`src/rtl/lfsr_word_arbiter.sv`:
```
// Round-robin distributor of words from a shared free-running LFSR. A word is
// handed out only after MIN_SHIFTS fresh shifts since the previous hand-out.
module lfsr_word_arbiter #(
    parameter int WIDTH      = 16,
    parameter int NREQ       = 4,
    parameter int MIN_SHIFTS = 16
) (
    input  logic             clk,
    input  logic             rst,
    input  logic [WIDTH-1:0] lfsr_value,
    input  logic [NREQ-1:0]  req,
    output logic [NREQ-1:0]  grant,
    output logic             valid,
    output logic [WIDTH-1:0] data,
    output logic             ready
);
    localparam int CW = $clog2(MIN_SHIFTS + 1);
    localparam int PW = (NREQ > 1) ? $clog2(NREQ) : 1;
    localparam logic [CW-1:0] CNT_MAX = CW'(MIN_SHIFTS);
    localparam logic [PW-1:0] PTR_RST = PW'(NREQ - 1);

    logic [CW-1:0]    cnt_q, cnt_d;
    logic [PW-1:0]    rr_ptr_q, rr_ptr_d;
    logic [NREQ-1:0]  grant_q, grant_d;
    logic             valid_q, valid_d;
    logic [WIDTH-1:0] data_q, data_d;
    logic             ready_q, ready_d;

    logic [NREQ-1:0]  above_ptr;
    logic [NREQ-1:0]  req_above;
    logic [PW-1:0]    win_idx;
    logic             decide;

    function automatic logic [PW-1:0] lowest_set(input logic [NREQ-1:0] v);
        logic [PW-1:0] idx;
        idx = '0;
        for (int i = NREQ - 1; i >= 0; i--) begin
            if (v[i]) idx = PW'(i);
        end
        return idx;
    endfunction

    // Requests strictly above the last winner get first pick; otherwise wrap to the bottom.
    always_comb begin
        above_ptr = '0;
        for (int i = 0; i < NREQ; i++) begin
            above_ptr[i] = (i > int'(rr_ptr_q));
        end
        req_above = req & above_ptr;
        win_idx   = (|req_above) ? lowest_set(req_above) : lowest_set(req);
        decide    = (cnt_q == CNT_MAX) && (|req);
    end

    always_comb begin
        cnt_d    = cnt_q;
        rr_ptr_d = rr_ptr_q;
        grant_d  = '0;
        valid_d  = 1'b0;
        data_d   = data_q;
        if (decide) begin
            cnt_d    = CW'(1);
            rr_ptr_d = win_idx;
            grant_d  = NREQ'(1) << win_idx;
            valid_d  = 1'b1;
            data_d   = lfsr_value;
        end else if (cnt_q < CNT_MAX) begin
            cnt_d = cnt_q + CW'(1);
        end
        ready_d = (cnt_d == CNT_MAX);
    end

    always_ff @(posedge clk) begin
        if (rst) begin
            cnt_q    <= '0;
            rr_ptr_q <= PTR_RST;
            grant_q  <= '0;
            valid_q  <= 1'b0;
            data_q   <= '0;
            ready_q  <= 1'b0;
        end else begin
            cnt_q    <= cnt_d;
            rr_ptr_q <= rr_ptr_d;
            grant_q  <= grant_d;
            valid_q  <= valid_d;
            data_q   <= data_d;
            ready_q  <= ready_d;
        end
    end

    assign grant = grant_q;
    assign valid = valid_q;
    assign data  = data_q;
    assign ready = ready_q;
endmodule

```
`config.mk`:
```
export PLATFORM = sky130hd
export DESIGN_NAME = lfsr_word_arbiter
export DESIGN_NICKNAME = d
export VERILOG_FILES = /design/src/rtl/lfsr_word_arbiter.sv
export SDC_FILE = /design/constraint.sdc
export NUM_CORES = 1
export LEC_CHECK = 0
export ABC_AREA = 1
export BUFFER_PORTS_ARGS = -buffer_cell sky130_fd_sc_hd__buf_2
export CELL_PAD_IN_SITES_DETAIL_PLACEMENT = 0
export CELL_PAD_IN_SITES_GLOBAL_PLACEMENT = 1
export CORE_ASPECT_RATIO = 1.5
export CORE_MARGIN = 2
export CORE_UTILIZATION = 36
export DETAILED_ROUTE_END_ITERATION = 16
export PLACE_DENSITY = 0.84
export SLEW_MARGIN = 40
export SYNTH_ARGS = -nofsm -noshare
export SYNTH_HDL_FRONTEND = slang
export SYNTH_SLANG_ARGS = --single-unit
```
`constraint.sdc`:
```
create_clock -name clk -period 3.2 [get_ports clk]
set_clock_uncertainty 0.05 [all_clocks]
set_input_delay 0.64 -clock clk [delete_from_list [all_inputs] [get_ports clk]]
set_output_delay 0.64 -clock clk [all_outputs]
set_load 0.01 [all_outputs]
```
==> results of run 1 <==
## state kept, by name, indices dropped and copies added (netlist names)
signal and flops:
grant 4, ready 1, valid 1, rr_ptr_q 2
data 16, cnt_q 5
## stage by stage
| stage | instances | setup slack [ns] | power [W] |
|---|---|---|---|
| 6_report | 245 | 1.44 | 0.000794 |
| 5_1_grt | 245 | 1.26 | 0.000824 |
| 4_1_cts | 245 | 1.42 | 0.000809 |
| 3_5_place_dp | 237 | 1.30 | 0.000418 |
| 3_3_place_gp | 237 | 1.34 | 0.000417 |
| 2_1_floorplan | 159 | 1.73 | 0.000398 |
## metal layers
layer,up-vias,global-route usage,wire length (um)
li1,587,-,-
met1,489,0.142,1020
met2,36,0.270,1250
met3,4,0.0482,162
met4,0,0.102,47
met5,-,0,0
## worst paths after layout
check        slack, ns        to  cells past startpoint
max               1.44  grant[0]                      8
min               0.42  data[15]                      2
max reg2reg       1.44  grant[0]                      8
min reg2reg       0.42  data[15]                      2
## cell usage in the layout (no fill, tap or decap), drive strengths merged, types with 2 or more instances in the layout
cell type / synthesis / layout
clkbuf: 1 / 7
nand2: 54 / 54
inv: 17 / 17
buf: 4 / 43
a21oi: 5 / 5
nand3: 24 / 24
o21ai: 3 / 3
dfxtp: 29 / 29
nor2: 16 / 16
ha: 2 / 2
## cell type report
type / count / area (um^2) / area share
clock buffers: 7 / 86.3 / 0.0562
repair buffers: 43 / 215 / 0.140
clock inverters: 1 / 30.0 / 0.0196
flip-flops and latches: 29 / 581 / 0.378
well taps: 40 / 50.0 / 0.0326
inverters: 17 / 63.8 / 0.0416
multi-input cells: 108 / 509 / 0.332
## report_power, final
part | switching, W | internal (W) | total, W | leakage, nW
combinational | 0.0000228 | 0.0000180 | 0.0000408 | 0.575
clock | 0.000132 | 0.000253 | 0.000385 | 0.0585
sequential | 0.00000422 | 0.000364 | 0.000369 | 0.234
total | 0.000159 | 0.000636 | 0.000794 | 0.868
## worst max-delay path, stage by stage (launching register included)
cell and delay, ns:
dfxtp_1 0.35, inv_1 0.07, ha_1 0.15, nand2_2 0.06
nor3_4 0.15, nand2_2 0.30, nor2_8 0.33, o21ai_1 0.14
nor2_1 0.09
## logic make-up (layout without fill, tap and decap cells)
family,Yosys count,count (layout),share of synthesized area
AO/OA/AOI/OAI,9,9,0.0401
XOR/XNOR,1,1,0.00739
adder cells (fa/ha/maj),2,2,0.0211
buffers and inverters,22,68,0.0802
flip-flops,29,29,0.490
AND/OR/NAND/NOR,96,96,0.361
==> impl_results.md, run 1 <==
- TritonRoute pass-1 iters: 4
- Antenna violations before repair: 0
- Fin util: 0.486
- Slew headroom: 0.609
- MaxCap Viol Count: 0
- Num ports: 44
- Vias per cell: between 4 and 5
- # DRC: 0
- GRT Total Usage: 0.150
- Most frequent cell after synthesis: nand2_1
- Post-Synthesis Cells: ~160
- GRT Residual Overflow: 0
- Post-route ant nets: 0
- WP data required: 3.37 ns
- Maximum clock path buffer count: 2
- Post-synth EDFFs: 0
- TritonCTS clock tree: yes
- Share of cells above drive strength 1: 0.263
- Post-synth design cell area: between 1000 and 1500 um^2
- Setup violators final: 0
- DRT iter0 DRCs: 26
- CP arrival: around 1.9 ns
- RSZ-0062 raised after global routing: no
- Final GP Congestion: 0.696
- Leak Pwr: 0.868 nW
- Final Instance Area: approximately 1500 um^2
- Vias in the first global route: about 1.1k
- Root buf cell: clkbuf_8
- Detailed Place HPWL: around 1900 um
- Reg clk slew, reported paths: roughly 0.06 ns
- Core Area: around 3200 um^2
- Post-synth cell types: 20
- H-tree levels: 2
- Dpl cell area: between 1000 and 1500 um^2
- Setup TNS: 0 ns
- Top cells by area, synth: dfxtp_1 (49%), nand2_1 (16%), nand3_1 (10%), inv_1 (5.4%), nor2_1 (4.8%)
- IO Port Bufs: between 40 and 50
- Crit end category: flip-flop
- Hold-fix buffers, CTS: 0
- Die ar.: 3780 um^2
- Fin crit period: between 1.5 and 2 ns
- Clock Latency Late Sink: 0.28 ns
- Crit path launch type: flip-flop
- Postcts setup bufs: 0
- Worst-margin pin slew: 0.586 ns
- Via Count: between 1k and 1.5k
- Core Rows: 25
- Clock sinks: 29
- Syn Area/Cell: approximately 7.5 um^2
- P per Cell Area: between 500 and 600 nW/um^2
- Ys Warns: 0
- Slew Limit Fails: 0
- Seq cells post-synth: 29
- Initial Util: 0.375
- Top cell type by total area after synthesis: dfxtp_1
- Share of the synthesized area in the top cell type: 0.490
- Net Count, Synth: about 180
- Highest clock rate: around 570 MHz
- Post-Route WL: about 2500 um
- Filler cell count: 332
- Largest net degree at the start of global routing: 23
- Outcome: finished clean
- Register area share after synthesis: 0.490
- CP Class: flip-flop to flip-flop
- Crit path max fanout: 22
- Die width: approximately 50 um
- Worst reg2reg path startpoint: cnt_q[0]
- Ant diodes: 0
- Inserted Clock Buffers: 5
- Area delta synth->final: 29.6%
- Hold_ws: about 0.42 ns
- Commonest cells post-synth: nand2_1 (52), dfxtp_1 (29), nand3_1 (24)
- Worst Min Path Start: data[15]
- Hold Vio Cnt, Final: 0
- Post-synth ARST share: 0
- Post_cts resized: 0
- First-pass GRT wire length: approximately 4200 um
- Synth Flop Type: dfxtp_1
- Final nets: 228
- Tcrit/Tclk final: 0.550
- Max VDD drop: 0.337 mV
- Die height: 74.3 um
- Post-DR wirelength/cell: between 10 and 15 um
- HP Class: flip-flop to flip-flop
- Worst Setup SP: cnt_q[0]
No activity file was read; power rests on OpenSTA's default activity.
==> inputs of run 2 (changes only) <==
Settings changed: CORE_UTILIZATION 36 to 33, PLACE_DENSITY 0.84 to 0.78.
Clock period 3.2 ns to 1.7 ns, I/O delays scaled along.
==> run 2 against run 1 <==
  * Maximum frequency up 14%
  * Core utilization down 2.8 points
  * Sequential share of layout area down 0.73 points
  * Highest routed layer unchanged
  * Final cell count up 2.9%
  * Routed wire length up 7.5%
  * Sequential power up 88%
  * Non-clock buffer count up 6
  * Combinational power up 100%
==> impl_results.md, run 2 (synthesized netlist as in run 1, its figures left out) <==
- Largest net degree at the start of global routing: 20 (-13%)
- Met2 WL post-DR: 1420 um (+14%)
- Die ar.: 4100 um^2 (+8.5%)
- Hold-fix buffers, CTS: 0 (unchanged)
- TritonRoute pass-1 iters: 4 (unchanged)
- Initial Util: 0.347 (-0.0282)
- Vias in the first global route: 1126 (+5.9%)
- DRT iter0 DRCs: 29 (+12%)
- Cells along the critical path: inv_1, ha_1, nand2_2, nor3_4, nand2_2, nor2_8, buf_12, nand2_1, nand2_1
- Crit end category: flip-flop
- # DRC: 0 (unchanged)
- Fin util: 0.458 (-0.0277)
- Reg clk slew, reported paths: 0.06 ns (about the same)
- Clock sinks: 29 (unchanged)
- Post-Route WL: 2670 um (+7.5%)
- Leak Pwr: 0.886 nW (+2.1%)
- Cell family with most CP delay: simple AND/OR/NAND/NOR gates
- Final GP Congestion: 0.829 (+19%)
- Area delta synth->final: 32.1%
- Root buf cell: clkbuf_8
- Slew Limit Fails: 0 (unchanged)
- TritonCTS clock tree: yes
- Internal reg-to-reg setup slack: 0.15 ns (-1.29 ns)
- Vias per cell: 4.59 (+0.71%)
- CP Class: flip-flop to flip-flop
- Commonest non-fill, non-tap cell in the layout: nand2_1
- Inserted Clock Buffers: 5 (unchanged)
- Crit path launch type: flip-flop
- Max reg flops: 16 (unchanged)
- GRT Residual Overflow: 0 (unchanged)
- Tcrit/Tclk final: 0.910 (+0.361)
- Clock Latency Late Sink: 0.28 ns (about the same)
- Most frequent cells in the layout: nand2_1 (52), buf_2 (43), dfxtp_1 (29)
- Setup TNS: 0 ns (unchanged)
- Worst reg2reg path startpoint: cnt_q[0]
- Post-DR wirelength/cell: 10.6 um (+4.5%)
- R2r endpoint: data[15]
- Met1 wire length: 1000 um (-2.1%)
- Die height: 77.4 um (+4.2%)
- H-tree levels: 2 (unchanged)
- Fin crit period: 1.55 ns (-0.212 ns)
- Core Rows: 26 (+4.0%)
- WP data required: 1.87 ns (-1.50 ns)
- Num ports: 44 (unchanged)
- MaxCap Viol Count: 0 (unchanged)
- IO Port Bufs: 43 (unchanged)
- Slew headroom: 0.822 (+0.213)
- Die width: 52.9 um (+4.1%)
- Outcome: finished clean
- First-pass GRT wire length: 4560 um (+9.6%)
- Total Power: 0.00133 W (+67%)
- P per Cell Area: 849 nW/um^2 (+64%)
- Ant diodes: 0 (unchanged)
- CP arrival: 1.72 ns (-0.21 ns)
- Worst-margin pin slew: 0.265 ns (-0.322 ns)
- Max VDD drop: 0.514 mV (+53%)
- Core Area: 3420 um^2 (+8.1%)
- Crit path max fanout: 11 (-50%)
- Worst Min Path Start: lfsr_value[4]
- Post-route ant nets: 0 (unchanged)
- Antenna violations before repair: 0 (unchanged)
- Highest routed layer: met4
- Worst path slowest cell: dfxtp_1
- Final nets: 234 (+2.6%)
- Hold path cells: 3 (+1)
- Share of cells above drive strength 1: 0.281 (+0.0175)
- Post_cts resized: 0 (unchanged)
- Detailed Place HPWL: 2010 um (+7.2%)
- Via Count: 1156 (+3.6%)
- RSZ-0062 raised after global routing: no
- Setup violators final: 0 (unchanged)
- HP Class: input pin to flip-flop
- Hold EP: data[4]
- Worst Path Buf+Inv: 2 (+1)
- FF-to-FF path depth: 9 (+1)
- Highest clock rate: 646 MHz (+14%)
- Hold_ws: 0.202 ns (-0.223 ns)
- WL met3: 172 um (+6.2%)
- GRT Total Usage: 0.150 (about the same)
- Slowest Stage Delay on Critical Path: 0.34 ns (about the same)
- Hold Vio Cnt, Final: 0 (unchanged)
- Maximum clock path buffer count: 2 (unchanged)
==> run 2: cell count changes in the layout (fill, tap and decap cells not counted), sizes merged <==
| cell | before | now |
|---|---|---|
| buf | 43 | 49 |
| bufinv | 1 | 0 |
==> run 2: worst min-delay path, delay by kind of cell <==
kind                   cells  cell delay [ns]
AND/OR/NAND/NOR            2             0.08
buffers and inverters      1             0.07
==> run 2: how the worst max path moves through the flow <==
stage / end / slack (ns) / start / cells after the start
2_1_floorplan: ready / 0.39 / cnt_q[0] / 8
3_3_place_gp: grant[1] / 0.18 / cnt_q[0] / 8
3_5_place_dp: grant[0] / 0.12 / cnt_q[0] / 8
4_1_cts: grant[0] / 0.09 / cnt_q[0] / 8
5_1_grt: data[1] / 0.02 / cnt_q[0] / 9
6_report: data[15] / 0.15 / cnt_q[0] / 9
==> run 2: layer usage <==
metal,GRT usage,vias to the layer above
met5,0,-
met4,0.0872,0
met3,0.0423,6
met2,0.266,41
met1,0.146,512
li1,-,597
==> run 2: layout make-up <==
class / count / area (um^2)
Fill cell: 368 / 1850
Sequential cell: 29 / 581
Multi-Input combinational cell: 108 / 509
Timing Repair Buffer: 49 / 273
Clock buffer: 7 / 86.3
Inverter: 17 / 63.8
Tap cell: 42 / 52.6
==> run 2: what timing repair did <==
action	4_1_cts	5_1_grt
endpoints found under the setup margin	0	4
hold endpoints to repair	0	0
buffers inserted	0	4
==> run 2: power by group <==
group          internal (W)   total, W  switching (W)  leakage (nW)
registers          0.000686   0.000693     0.00000730         0.234
clock network      0.000320   0.000554       0.000235        0.0443
logic             0.0000354  0.0000818      0.0000464         0.608
total               0.00104    0.00133       0.000288         0.886
==> run 2: metrics by stage <==
stage | area (um^2) | setup slack, ns | cells
global route | 1570 | 0.0161 | 252
CTS | 1520 | 0.0945 | 248
detailed placement | 1440 | 0.116 | 241
finish | 1570 | 0.152 | 252
global placement | 1440 | 0.179 | 241
floorplan | 1180 | 0.388 | 159
==> inputs of run 3 (changes only) <==
Settings changed: ABC_AREA 1 to 0, CORE_UTILIZATION 33 to 34.
==> run 3 against run 2 <==
  * Synthesized area increased by 0.11%
  * Combinational power up 11%
  * Final cell count is 11% lower
  * Die area shrank 2.7%
  * First-iteration DRC count shrank 45%
  * Sequential share of layout area grew 1.2 points
  * Total power down 1.3%
  * Critical endpoint is now rr_ptr_q[0]
==> impl_results.md, run 3 <==
- Postcts setup bufs: 0 (unchanged)
- Post-Route WL: 2430 um (-8.7%)
- Most frequent cell after synthesis: nand2_1
- Core Rows: 26 (unchanged)
- WP data required: 1.82 ns (-0.05 ns)
- Internal power: 0.00101 W (-2.8%)
- Core Area: 3380 um^2 (-0.95%)
- Worst-margin pin slew: 0.504 ns (+0.239 ns)
- Max VDD drop: 0.589 mV (+15%)
- Max reg flops: 16 (unchanged)
- Slew Limit Fails: 0 (unchanged)
- Filler cell count: 351 (-4.6%)
- Ant diodes: 0 (unchanged)
- Outcome: finished clean
- Maximum clock path buffer count: 2 (unchanged)
- Share of the synthesized area in the top cell type: 0.489 (-0.000517)
- Clock Latency Late Sink: 0.28 ns (about the same)
- Leak Pwr: 0.666 nW (-25%)
- Post-synth ARST share: 0 (unchanged)
- Antenna violations before repair: 0 (unchanged)
- RSZ-0062 raised after global routing: no
- P per Cell Area: 865 nW/um^2 (+1.9%)
- Largest net degree at the start of global routing: 28 (+40%)
- Final nets: 206 (-12%)
- TritonRoute pass-1 iters: 4 (unchanged)
- # DRC: 0 (unchanged)
- Hold EP: data[0]
- Commonest non-fill, non-tap cell in the layout: buf_2
- Seq cells post-synth: 29 (unchanged)
- Slew headroom: 0.664 (-0.157)
- Post_cts resized: 0 (unchanged)
- Syn Area/Cell: 8.72 um^2 (+17%)
- Die height: 76.3 um (-1.4%)
- Hold Vio Cnt, Final: 0 (unchanged)
- Post-synth design cell area: 1190 um^2 (+0.11%)
- First-pass GRT wire length: 4310 um (-5.6%)
- Hold path cells: 3 (unchanged)
- HP Class: input pin to flip-flop
- Flop pwr share: 0.529 (+0.008)
- Top cell type by total area after synthesis: dfxtp_1
- Most frequent cells in the layout: buf_2 (43), nand2_1 (32), dfxtp_1 (29)
- GRT Residual Overflow: 0 (unchanged)
- Commonest cells post-synth: nand2_1 (32), dfxtp_1 (29), a21oi_1 (19)
- Dpl cell area: 1430 um^2 (-0.17%)
- Tcrit/Tclk final: 0.899 (-0.0112)
- Vias in the first global route: 964 (-14%)
- Worst Min Path Start: lfsr_value[0]
- Setup TNS: 0 ns (unchanged)
- H-tree levels: 2 (unchanged)
- Worst reg2reg path startpoint: cnt_q[1]
- CP Class: flip-flop to flip-flop
- R2r endpoint: rr_ptr_q[0]
- Fin crit period: 1.53 ns (-0.0190 ns)
- DRT iter0 DRCs: 16 (-45%)
- Post-route ant nets: 0 (unchanged)
- Final worst slack: 0.171 ns (+0.0190 ns)
- Highest clock rate: 654 MHz (+1.2%)
- Post-Synthesis Cells: 136 (-14%)
- Place WS: -0.0393 ns (-0.156 ns)
- Top cells by area, synth: dfxtp_1 (49%), nand2_1 (10%), a21oi_1 (8.0%), buf_6 (3.8%), nor2_1 (2.8%)
- Initial Util: 0.351 (+0.00371)
- Vias per cell: 4.76 (+3.8%)
- Root buf cell: clkbuf_8
- Net Count, Synth: 160 (-13%)
- Part of the power in combinational logic: 0.069 (+0.007)
- Hold-fix buffers, CTS: 0 (unchanged)
- MaxCap Viol Count: 0 (unchanged)
- Ys Warns: 0 (unchanged)
- FF-to-FF path depth: 6 (-3)
- Post-DR wirelength/cell: 10.8 um (+2.2%)
- IO Port Bufs: 43 (unchanged)
- Num ports: 44 (unchanged)
- Crit path launch type: flip-flop
- Reg clk slew, reported paths: 0.06 ns (about the same)
- Die ar.: 3990 um^2 (-2.7%)
- Final GP Congestion: 0.746 (-10%)
- P_sw: 0.000300 W (+4.0%)
- Via Count: 1071 (-7.4%)
- Crit end category: flip-flop
- Internal reg-to-reg setup slack: 0.17 ns (+0.02 ns)
- Post-synth EDFFs: 0 (unchanged)
- Crit path max fanout: 5 (-6)
- Die width: 52.2 um (-1.3%)
- Register area share after synthesis: 0.489 (-0.000517)
- Setup violators final: 0 (unchanged)
- TritonCTS clock tree: yes
- Clock sinks: 29 (unchanged)
- Inserted Clock Buffers: 5 (unchanged)
- Post-synth cell types: 33 (+65%)
- Detailed Place HPWL: 1790 um (-11%)
- Clock share of power: 0.402 (-0.015)
- Area delta synth->final: 27.8%
- GRT Total Usage: 0.144 (-0.00538)
- Share of cells above drive strength 1: 0.333 (+0.0524)
- CP arrival: 1.64 ns (-0.08 ns)
- Final Instance Area: 1520 um^2 (-3.1%)
- Synth Flop Type: dfxtp_1
- Switch share: 0.228 (+0.0117)
[run 3: worst max-delay path by stage]
stage	from	endpoint	slack, ns	cells after the start
2_1_floorplan	req[0]	rr_ptr_q[0]	0.19	5
3_3_place_gp	req[0]	ready	-0.008	5
3_5_place_dp	req[0]	ready	-0.04	5
4_1_cts	cnt_q[1]	rr_ptr_q[0]	0.14	6
5_1_grt	cnt_q[1]	rr_ptr_q[0]	0.03	6
6_report	cnt_q[1]	rr_ptr_q[0]	0.17	6
[run 3: power by group through the flow]
stage	Clock, W	Combinational (W)	Sequential (W)
floorplan	0	0.0000534	0.000707
global placement	0	0.0000880	0.000708
detailed placement	0	0.0000914	0.000708
CTS	0.000548	0.0000921	0.000694
global route	0.000575	0.000103	0.000694
finish	0.000527	0.0000912	0.000694
[run 3: layout make-up]
type	count	area, um^2	area share
clock buffer	6	72.6	0.0479
clock inverter	2	10.0	0.00660
inverter	2	7.51	0.00495
multi-input combinational	97	536	0.353
sequential	29	581	0.383
tap	42	52.6	0.0347
timing repair buffer	47	258	0.170
[run 3: layer usage]
metal	up-vias	wire length (um)	global-route usage
li1	550	-	-
met1	485	929	0.157
met2	30	1280	0.234
met3	6	151	0.0549
met4	0	68	0.0769
met5	-	0	0
[run 3: cells by family (layout without fill, tap and decap cells)]
group	after synthesis	count (layout)	synth area share
AO/OA/AOI/OAI	26	26	0.118
XOR/XNOR	3	3	0.0222
adder cells (fa/ha/maj)	2	2	0.0211
buffers and inverters	10	57	0.0591
flip-flops	29	29	0.489
multiplexers	1	1	0.00844
AND/OR/NAND/NOR	65	65	0.282
[run 3: stage by stage]
stage                     power [W]  std cells  utilization  hold WS (ns)
after floorplan            0.000760        136            -         0.426
after CTS                   0.00133        225        0.448         0.236
after detailed placement   0.000800        217        0.424         0.397
final                       0.00131        225        0.448         0.245
after global routing        0.00137        225        0.448         0.244
after global placement     0.000796        217        0.424         0.392
[run 3: critical path, stage by stage, from the launching register on]
cell      delay, ns
dfxtp_1        0.33
inv_1          0.08
ha_1           0.18
nand4_2        0.15
buf_4          0.19
nor4_1         0.31
o21bai_1       0.11
